### src/rtl/ks_prefix_sum_pipe8b.sv
// Three-stage Kogge-Stone prefix network (spans 1, 2, 4) with sum/carry-out and valid/ready flow control.
// Optional signed-overflow output enabled by defining KS_OVF_FLAG_EN.
module ks_prefix_sum_pipe8b (
    input  logic       clk,
    input  logic       rst,
    input  logic       inValid,
    output logic       inReady,
    input  logic [7:0] P,
    input  logic [7:0] G,
    input  logic       inCin,
    output logic       outValid,
    input  logic       outReady,
    output logic [7:0] outSum,
    output logic       outCout
`ifdef KS_OVF_FLAG_EN
    ,
    output logic       outOvf
`endif
);

    // Handshake: a beat moves on inValid & inReady at the input and on outValid & outReady
    // at the output; the whole pipe advances together whenever the output slot is free or draining.
    logic en;
    assign en      = !outValid | outReady;
    assign inReady = en;

    // Bits below the span pass through; the shifted operand is zero there.
    function automatic logic [7:0] ksGen(input logic [7:0] g, input logic [7:0] p, input int d);
        return g | (p & (g << d));
    endfunction

    function automatic logic [7:0] ksProp(input logic [7:0] p, input int d);
        logic [7:0] lowMask;
        lowMask = (8'd1 << d) - 8'd1;
        return p & ((p << d) | lowMask);
    endfunction

    // Carry-in folded into bit 0 so the prefix G directly gives the carry into each bit.
    logic [7:0] foldG;
    assign foldG = {G[7:1], G[0] | (P[0] & inCin)};

    logic       s1Valid, s2Valid;
    logic [7:0] s1G, s1P, s1Porig;
    logic [7:0] s2G, s2P, s2Porig;
    logic       s1Cin, s2Cin;

    logic [7:0] gPrefix;
    logic [7:0] carry;
    logic [7:0] sumNext;
    assign gPrefix = ksGen(s2G, s2P, 4);
    assign carry   = {gPrefix[6:0], s2Cin};
    assign sumNext = s2Porig ^ carry;

    always_ff @(posedge clk) begin
        if (rst) begin
            s1Valid  <= 1'b0;
            s2Valid  <= 1'b0;
            outValid <= 1'b0;
            outSum   <= 8'h00;
            outCout  <= 1'b0;
        end else if (en) begin
            s1Valid  <= inValid;
            s2Valid  <= s1Valid;
            outValid <= s2Valid;
            outSum   <= sumNext;
            outCout  <= gPrefix[7];
        end
    end

    // Intermediate stage data is don't-care behind a cleared valid, so it carries no reset.
    always_ff @(posedge clk) begin
        if (en) begin
            s1G     <= ksGen(foldG, P, 1);
            s1P     <= ksProp(P, 1);
            s1Porig <= P;
            s1Cin   <= inCin;
            s2G     <= ksGen(s1G, s1P, 2);
            s2P     <= ksProp(s1P, 2);
            s2Porig <= s1Porig;
            s2Cin   <= s1Cin;
        end
    end

`ifdef KS_OVF_FLAG_EN
    // Overflow is carry into the sign bit xor carry out of it.
    always_ff @(posedge clk) begin
        if (rst) begin
            outOvf <= 1'b0;
        end else if (en) begin
            outOvf <= gPrefix[6] ^ gPrefix[7];
        end
    end
`endif

endmodule

### config.mk
export PLATFORM = sky130hd
export DESIGN_NAME = ks_prefix_sum_pipe8b
export DESIGN_NICKNAME = d
export VERILOG_FILES = /design/src/rtl/ks_prefix_sum_pipe8b.sv
export SDC_FILE = /design/constraint.sdc
export NUM_CORES = 1
export LEC_CHECK = 0
export BUFFER_PORTS_ARGS = -buffer_cell sky130_fd_sc_hd__buf_2
export CORE_UTILIZATION = 30
export CTS_CLUSTER_SIZE = 24
export DETAILED_ROUTE_END_ITERATION = 10
export MAX_ROUTING_LAYER = met4
export PLACE_DENSITY = 0.6
export SYNTH_ARGS = -nofsm -noshare
export SYNTH_HDL_FRONTEND = slang
export SYNTH_SLANG_ARGS = --single-unit
export TNS_END_PERCENT = 50
### constraint.sdc
create_clock -name clk -period 1.5 [get_ports clk]
set_clock_uncertainty 0.1 [all_clocks]
set_input_delay 0.075 -clock clk [delete_from_list [all_inputs] [get_ports clk]]
set_output_delay 0.075 -clock clk [all_outputs]
set_load 0.02 [all_outputs]
==> run_results.csv, run 1 <==
group,metric,value,unit
outcome,status,"complete, but fails checks",
outcome,violations,"design-rule violations",
setup_path,cp.required,1.47,ns
setup_path,r2r_start,"outValid",
setup_path,cp-startpoint,"G[2]",
timing,period_needed,1.47,ns
synth,netlist_instances,126,
finish,drive_above_1_share,23.2,%
setup_path,crit_top_cell,"dlygate4sd3_1",
timing,setup_tns,0,ns
setup_path,worstSetupPathType,"in -> reg",
timing,tightest_slew,0.277,ns
die,row_count,29,
min_path,worstHoldPathType,"in -> reg",
setup_path,cpPeakStageDelay,0.54,ns
die,die_area,7090,sq um
timing,setup_violations,0,
finish,mostFrequentLayoutCells,"44 x edfxtp_1, 30 x buf_2, 21 x dlygate4sd3_1, 14 x a21o_1, 12 x dfxtp_1",
finish,fillers,588,
setup_path,path_max_fanout,2,
placed_design,portBuffers,31,
drt,wl_per_cell,12.1,um
cts,root_buffer,"clkbuf_8",
power,power.internal,2.26,mW
synth,yosysTopAreaCell,"edfxtp_1",
setup_path,rr_worst_depth,4,
drt,vias,1159,
cts,path_clk_slew,0.10,ns
power,powerDensity,1130,nW/um^2
drt,drtPass1Iterations,7,
timing,relSlewSlack,81.5,%
setup_path,critPathArrivalTime,1.44,ns
die,io_pins,32,
timing,finalHoldViolCount,0,
synth,yosysSeqAreaShare,77.0,%
run,cap_violations,0,
timing,drv_slew,0,
grt,grt_usage,10.3,%
finish,seqCellArea,1560,sq um
synth,synth.distinct_cells,18,
cts,cts_tree,"built",
synth,mappedNetlistArea,2030,sq um
finish,layout_commonest_cell,"edfxtp_1",
setup_path,endpoint,"s1G[3]",
cts,numCtsBuffers,5,
setup_path,startpoint_type,"primary input",
synth,syn_avg_cell_area,16.1,sq um
cts,clock_sinks,56,
setup_path,critical-path-slowest-cell,"dlygate4sd3_1",
setup_path,reg2reg_slack,0.19,ns
placed_design,gp_congestion,0.673,
setup_path,r2r-end,"outSum[6]",
power,combPwrFrac,8.7,%
finish,multi_input_comb_area,432,sq um
cts,h-tree-depth,2,
cts,clock_path_buffers,2,
synth,netlist.area_leader.share,65.2,%
setup_path,crit_path_end_kind,"flip-flop",
finish,fin_nets,205,
die,die_w,84.2,um
grt,grt_pass1_vias,1139,
drt,drc_errors,4,
placed_design,hpwl,2040,um
timing,min_period_over_period,97.8,%
power,seqPwrFrac,63.2,%
setup_path,crit_path_cell_trace,"dlygate4sd3_1 -> buf_2 -> a21o_1 -> dlygate4sd3_1",
timing,rsz0062_at_grt,"no",
synth,synth.ff_latch_count,56,
cts,clk_latency,0.31,ns
synth,syn_nets,147,
grt,antenna_found_initial,0,
die,fp.coreArea,6420,sq um
die,die_y,84.2,um
grt,gr-total-overflow,0,
power,clkPwrFrac,28.0,%
cts,cts_resized,0,
power,leakage,1.04,nW
grt,grt_pass1_wl,5390,um
drt,ant_nets,0,
power,peakVddDrop,0.628,mV
drt,drtIter0Drc,38,
finish,syn_to_final_growth,27.3,%
synth,netlist_top_cells_area,"edfxtp_1 65%, dfxtp_1 12%, a21o_1 5.2%",
finish,diodes,0,
drt,routed_wl,3180,um
grt,grt_max_degree,48,
drt,routed_via_density,4.42,
synth,yosys_warnings,0,
power,p_sw_share,22.3,%
die,floorplan.initialDensity,31.6,%
finish,final_util,40.2,%
timing,fmax,682,MHz
power,p_sw,0.650,mW
-- cell type report --
cell class | instances | area share, %
sequential | 56 | 60.5
multi-input combinational | 66 | 16.7
timing repair buffer | 54 | 15.3
tap | 77 | 3.73
clock buffer | 5 | 2.67
clock inverter | 3 | 0.873
inverter | 1 | 0.145
-- critical path, delay by kind of cell --
kind                   cells  cell delay [ns]
buffers and inverters      3             1.19
AOI/OAI and AO/OA          1             0.16
-- metal layers --
metal	wire length [um]	track usage [%]	up-vias
met1	1510	12.5	538
met4	34	3.29	0
met3	165	4.33	5
met5	0	-	-
li1	-	-	588
met2	1480	15.4	28
-- through the flow --
step	setup slack, ns	instances	power (mW)	instance area, sq um	hold WS [ns]
after floorplan	0.0357	126	1.99	2030	0.0739
after global placement	0.263	233	2.09	2280	0.168
after detailed placement	0.203	233	2.09	2280	0.172
after CTS	0.0345	263	2.95	2580	0.00614
after global routing	0.00658	262	3.05	2580	0.0370
final	0.0332	262	2.91	2580	0.0163
-- sequential cells by signal, summed over array words and instances, names as in the netlist --
| signal | count |
|---|---|
| outValid | 1 |
| outCout | 1 |
| s1Cin | 1 |
| s1Porig | 7 |
| s2G | 8 |
| s2Cin | 1 |
| s2Valid | 1 |
| s2P | 5 |
| s1Valid | 1 |
| outSum | 8 |
| s1G | 8 |
| s2Porig | 7 |
| s1P | 7 |
-- kinds of logic after synthesis --
group	after synthesis	share of synthesized area [%]
flip-flops	56	77.0
AND/OR/NAND/NOR	36	10.5
AO/OA/AOI/OAI	25	8.64
buffers and inverters	4	1.67
XOR/XNOR	5	2.16
-- worst min path at each step --
| stage | depth (start not counted) | slack, ns | start | endpoint |
|---|---|---|---|---|
| final | 2 | 0.02 | rst | outValid |
| after global placement | 1 | 0.17 | P[0] | s1P[0] |
| after floorplan | 0 | 0.07 | inCin | s1Cin |
| after global routing | 2 | 0.04 | rst | outValid |
| after detailed placement | 1 | 0.17 | P[0] | s1P[0] |
| after CTS | 2 | 0.006 | rst | outValid |
-- power by group through the flow --
stage	Sequential [mW]	Combinational, mW	Clock, mW
floorplan	1.90	0.0952	0
global placement	1.88	0.209	0
detailed placement	1.88	0.213	0
CTS	1.84	0.257	0.846
global route	1.85	0.283	0.908
finish	1.84	0.254	0.816
-- what timing repair did --
action                                  CTS  global route
cloned                                    0             0
hold buffers                             21             0
endpoints found under the setup margin    1             1
setup buffers                             1             0
hold endpoints to repair                 23             0
-- Yosys cell counts --
library cell / instances
a21o_1: 14
dfxtp_1: 12
nor2b_4: 1
a21oi_1: 5
edfxtp_1: 44
nor2_1: 8
buf_6: 2
xnor2_1: 5
nor3_1: 1
a211oi_1: 6
or4_1: 3
nand4b_1: 3
nand3b_1: 3
nand3_1: 3
nand2_1: 4
clkinv_1: 1
and2_1: 10
buf_4: 1
No activity file was read; power rests on OpenSTA's default activity.
==> run 2, diff against run 1 <==
- CORE_UTILIZATION: 30 -> 45
- PLACE_DENSITY: 0.6 -> 0.78
==> run_results.csv, run 2 (synthesized netlist as in run 1, its figures left out) <==
group,metric,value,unit
setup_path,cp-startpoint,"outValid",
grt,grt_max_degree,24,
die,die_w,69.1,um
finish,stdcell_count,238,
drt,drc_errors,0,
finish,diodes,0,
min_path,worstHoldPathType,"in -> reg",
grt,grt_use_met2,25.2,%
placed_design,gp_congestion,0.837,
placed_design,portBuffers,31,
die,fp.coreArea,4350,sq um
timing,fmax,714,MHz
timing,worst_slack,0.100,ns
timing,hold_ws,0.133,ns
grt,grt_usage,15.4,%
drt,drtIter0Drc,69,
finish,fin_area,2570,sq um
setup_path,critPathArrivalTime,1.22,ns
setup_path,cp.required,1.32,ns
grt,grt_pass1_wl,5490,um
setup_path,r2r_start,"outValid",
drt,wl_per_cell,13.8,um
grt,antenna_found_initial,0,
power,leakage,1.06,nW
finish,layout_commonest_cell,"edfxtp_1",
grt,gr-total-overflow,0,
placed_design,place_inst,209,
run,cap_violations,0,
setup_path,worstSetupPathType,"reg -> out",
cts,h-tree-depth,2,
cts,clock_path_buffers,2,
grt,grt_util_met3,4.82,%
timing,min_period_over_period,93.3,%
timing,relSlewSlack,83.0,%
finish,final_util,58.9,%
finish,mostFrequentLayoutCells,"44 x edfxtp_1, 30 x buf_2, 19 x dlygate4sd3_1, 14 x a21o_1, 12 x dfxtp_1",
placed_design,hpwl,2110,um
timing,drv_slew,0,
grt,grt_pass1_vias,1231,
finish,syn_to_final_growth,26.6,%
drt,routed_wl,3290,um
timing,setup_tns,0,ns
placed_design,dpl-instance-area,2260,sq um
power,peakVddDrop,0.739,mV
finish,fin_nets,206,
die,row_count,24,
setup_path,startpoint_type,"flip-flop",
cts,clock_sinks,56,
timing,period_needed,1.40,ns
power,finalPower,2.87,mW
outcome,status,"finished clean",
setup_path,crit_path_end_kind,"output pin",
timing,finalHoldViolCount,0,
die,io_pins,32,
die,floorplan.initialDensity,46.6,%
finish,reg_top3,"outSum x8, s1G x8, s2G x8",
drt,vias,1184,
die,die_area,4780,sq um
min_path,hold_path_startpoint,"outReady",
grt,busiest_layer,"met2",
cts,cts_tree,"built",
cts,path_clk_slew,0.09,ns
timing,tightest_slew,0.256,ns
placed_design,place_ws,0.147,ns
drt,routed_via_density,4.97,
setup_path,path_max_fanout,23,
drt,ant_nets,0,
timing,rsz0062_at_grt,"no",
cts,clk_latency,0.30,ns
die,die_y,69.1,um
cts,numCtsBuffers,5,
timing,setup_violations,0,
grt,grtUsageMet1,17.4,%
drt,drtPass1Iterations,4,
finish,fillers,335,
finish,drive_above_1_share,22.6,%
power,powerDensity,1120,nW/um^2
cts,root_buffer,"clkbuf_8",
==> run 2: path summary, 6_finish.rpt <==
path / end / slack, ns / depth (start not counted)
min: outCout / 0.13 / 5
max reg2reg: outSum[7] / 0.17 / 4
min reg2reg: s2Porig[5] / 0.32 / 0
max: inReady / 0.10 / 4
==> run 2: what timing repair did <==
item | in CTS | in global routing
resized for setup | 0 | 3
setup buffers | 1 | 0
endpoints found under the setup margin | 1 | 5
endpoints found under the hold margin | 25 | 0
hold buffers | 23 | 0
==> run 2: critical path, cell delays in order, from the launching register on <==
cell	delay, ns
dfxtp_1	0.33
nor2b_4	0.18
inv_4	0.08
buf_12	0.16
buf_2	0.16
==> run 2: per-layer routing <==
metal	vias to the layer above	share of wire, %
met5	-	0
met4	0	2.3
met3	9	5.1
met2	38	50
met1	550	42
li1	587	-
==> run 2: cell type report <==
class / instances / area [sq um] / area share [%]
sequential: 56 / 1560 / 60.8
clock buffer: 7 / 76.3 / 2.97
clock inverter: 1 / 5.00 / 0.195
timing repair buffer: 55 / 420 / 16.4
multi-input combinational: 66 / 432 / 16.8
inverter: 1 / 6.26 / 0.244
tap: 52 / 65.1 / 2.54
==> run 2: where the power goes <==
| group | switching, mW | total [mW] | internal (mW) |
|---|---|---|---|
| clock | 0.442 | 0.771 | 0.329 |
| sequential | 0.0514 | 1.84 | 1.79 |
| combinational | 0.122 | 0.258 | 0.136 |
| total | 0.615 | 2.87 | 2.26 |
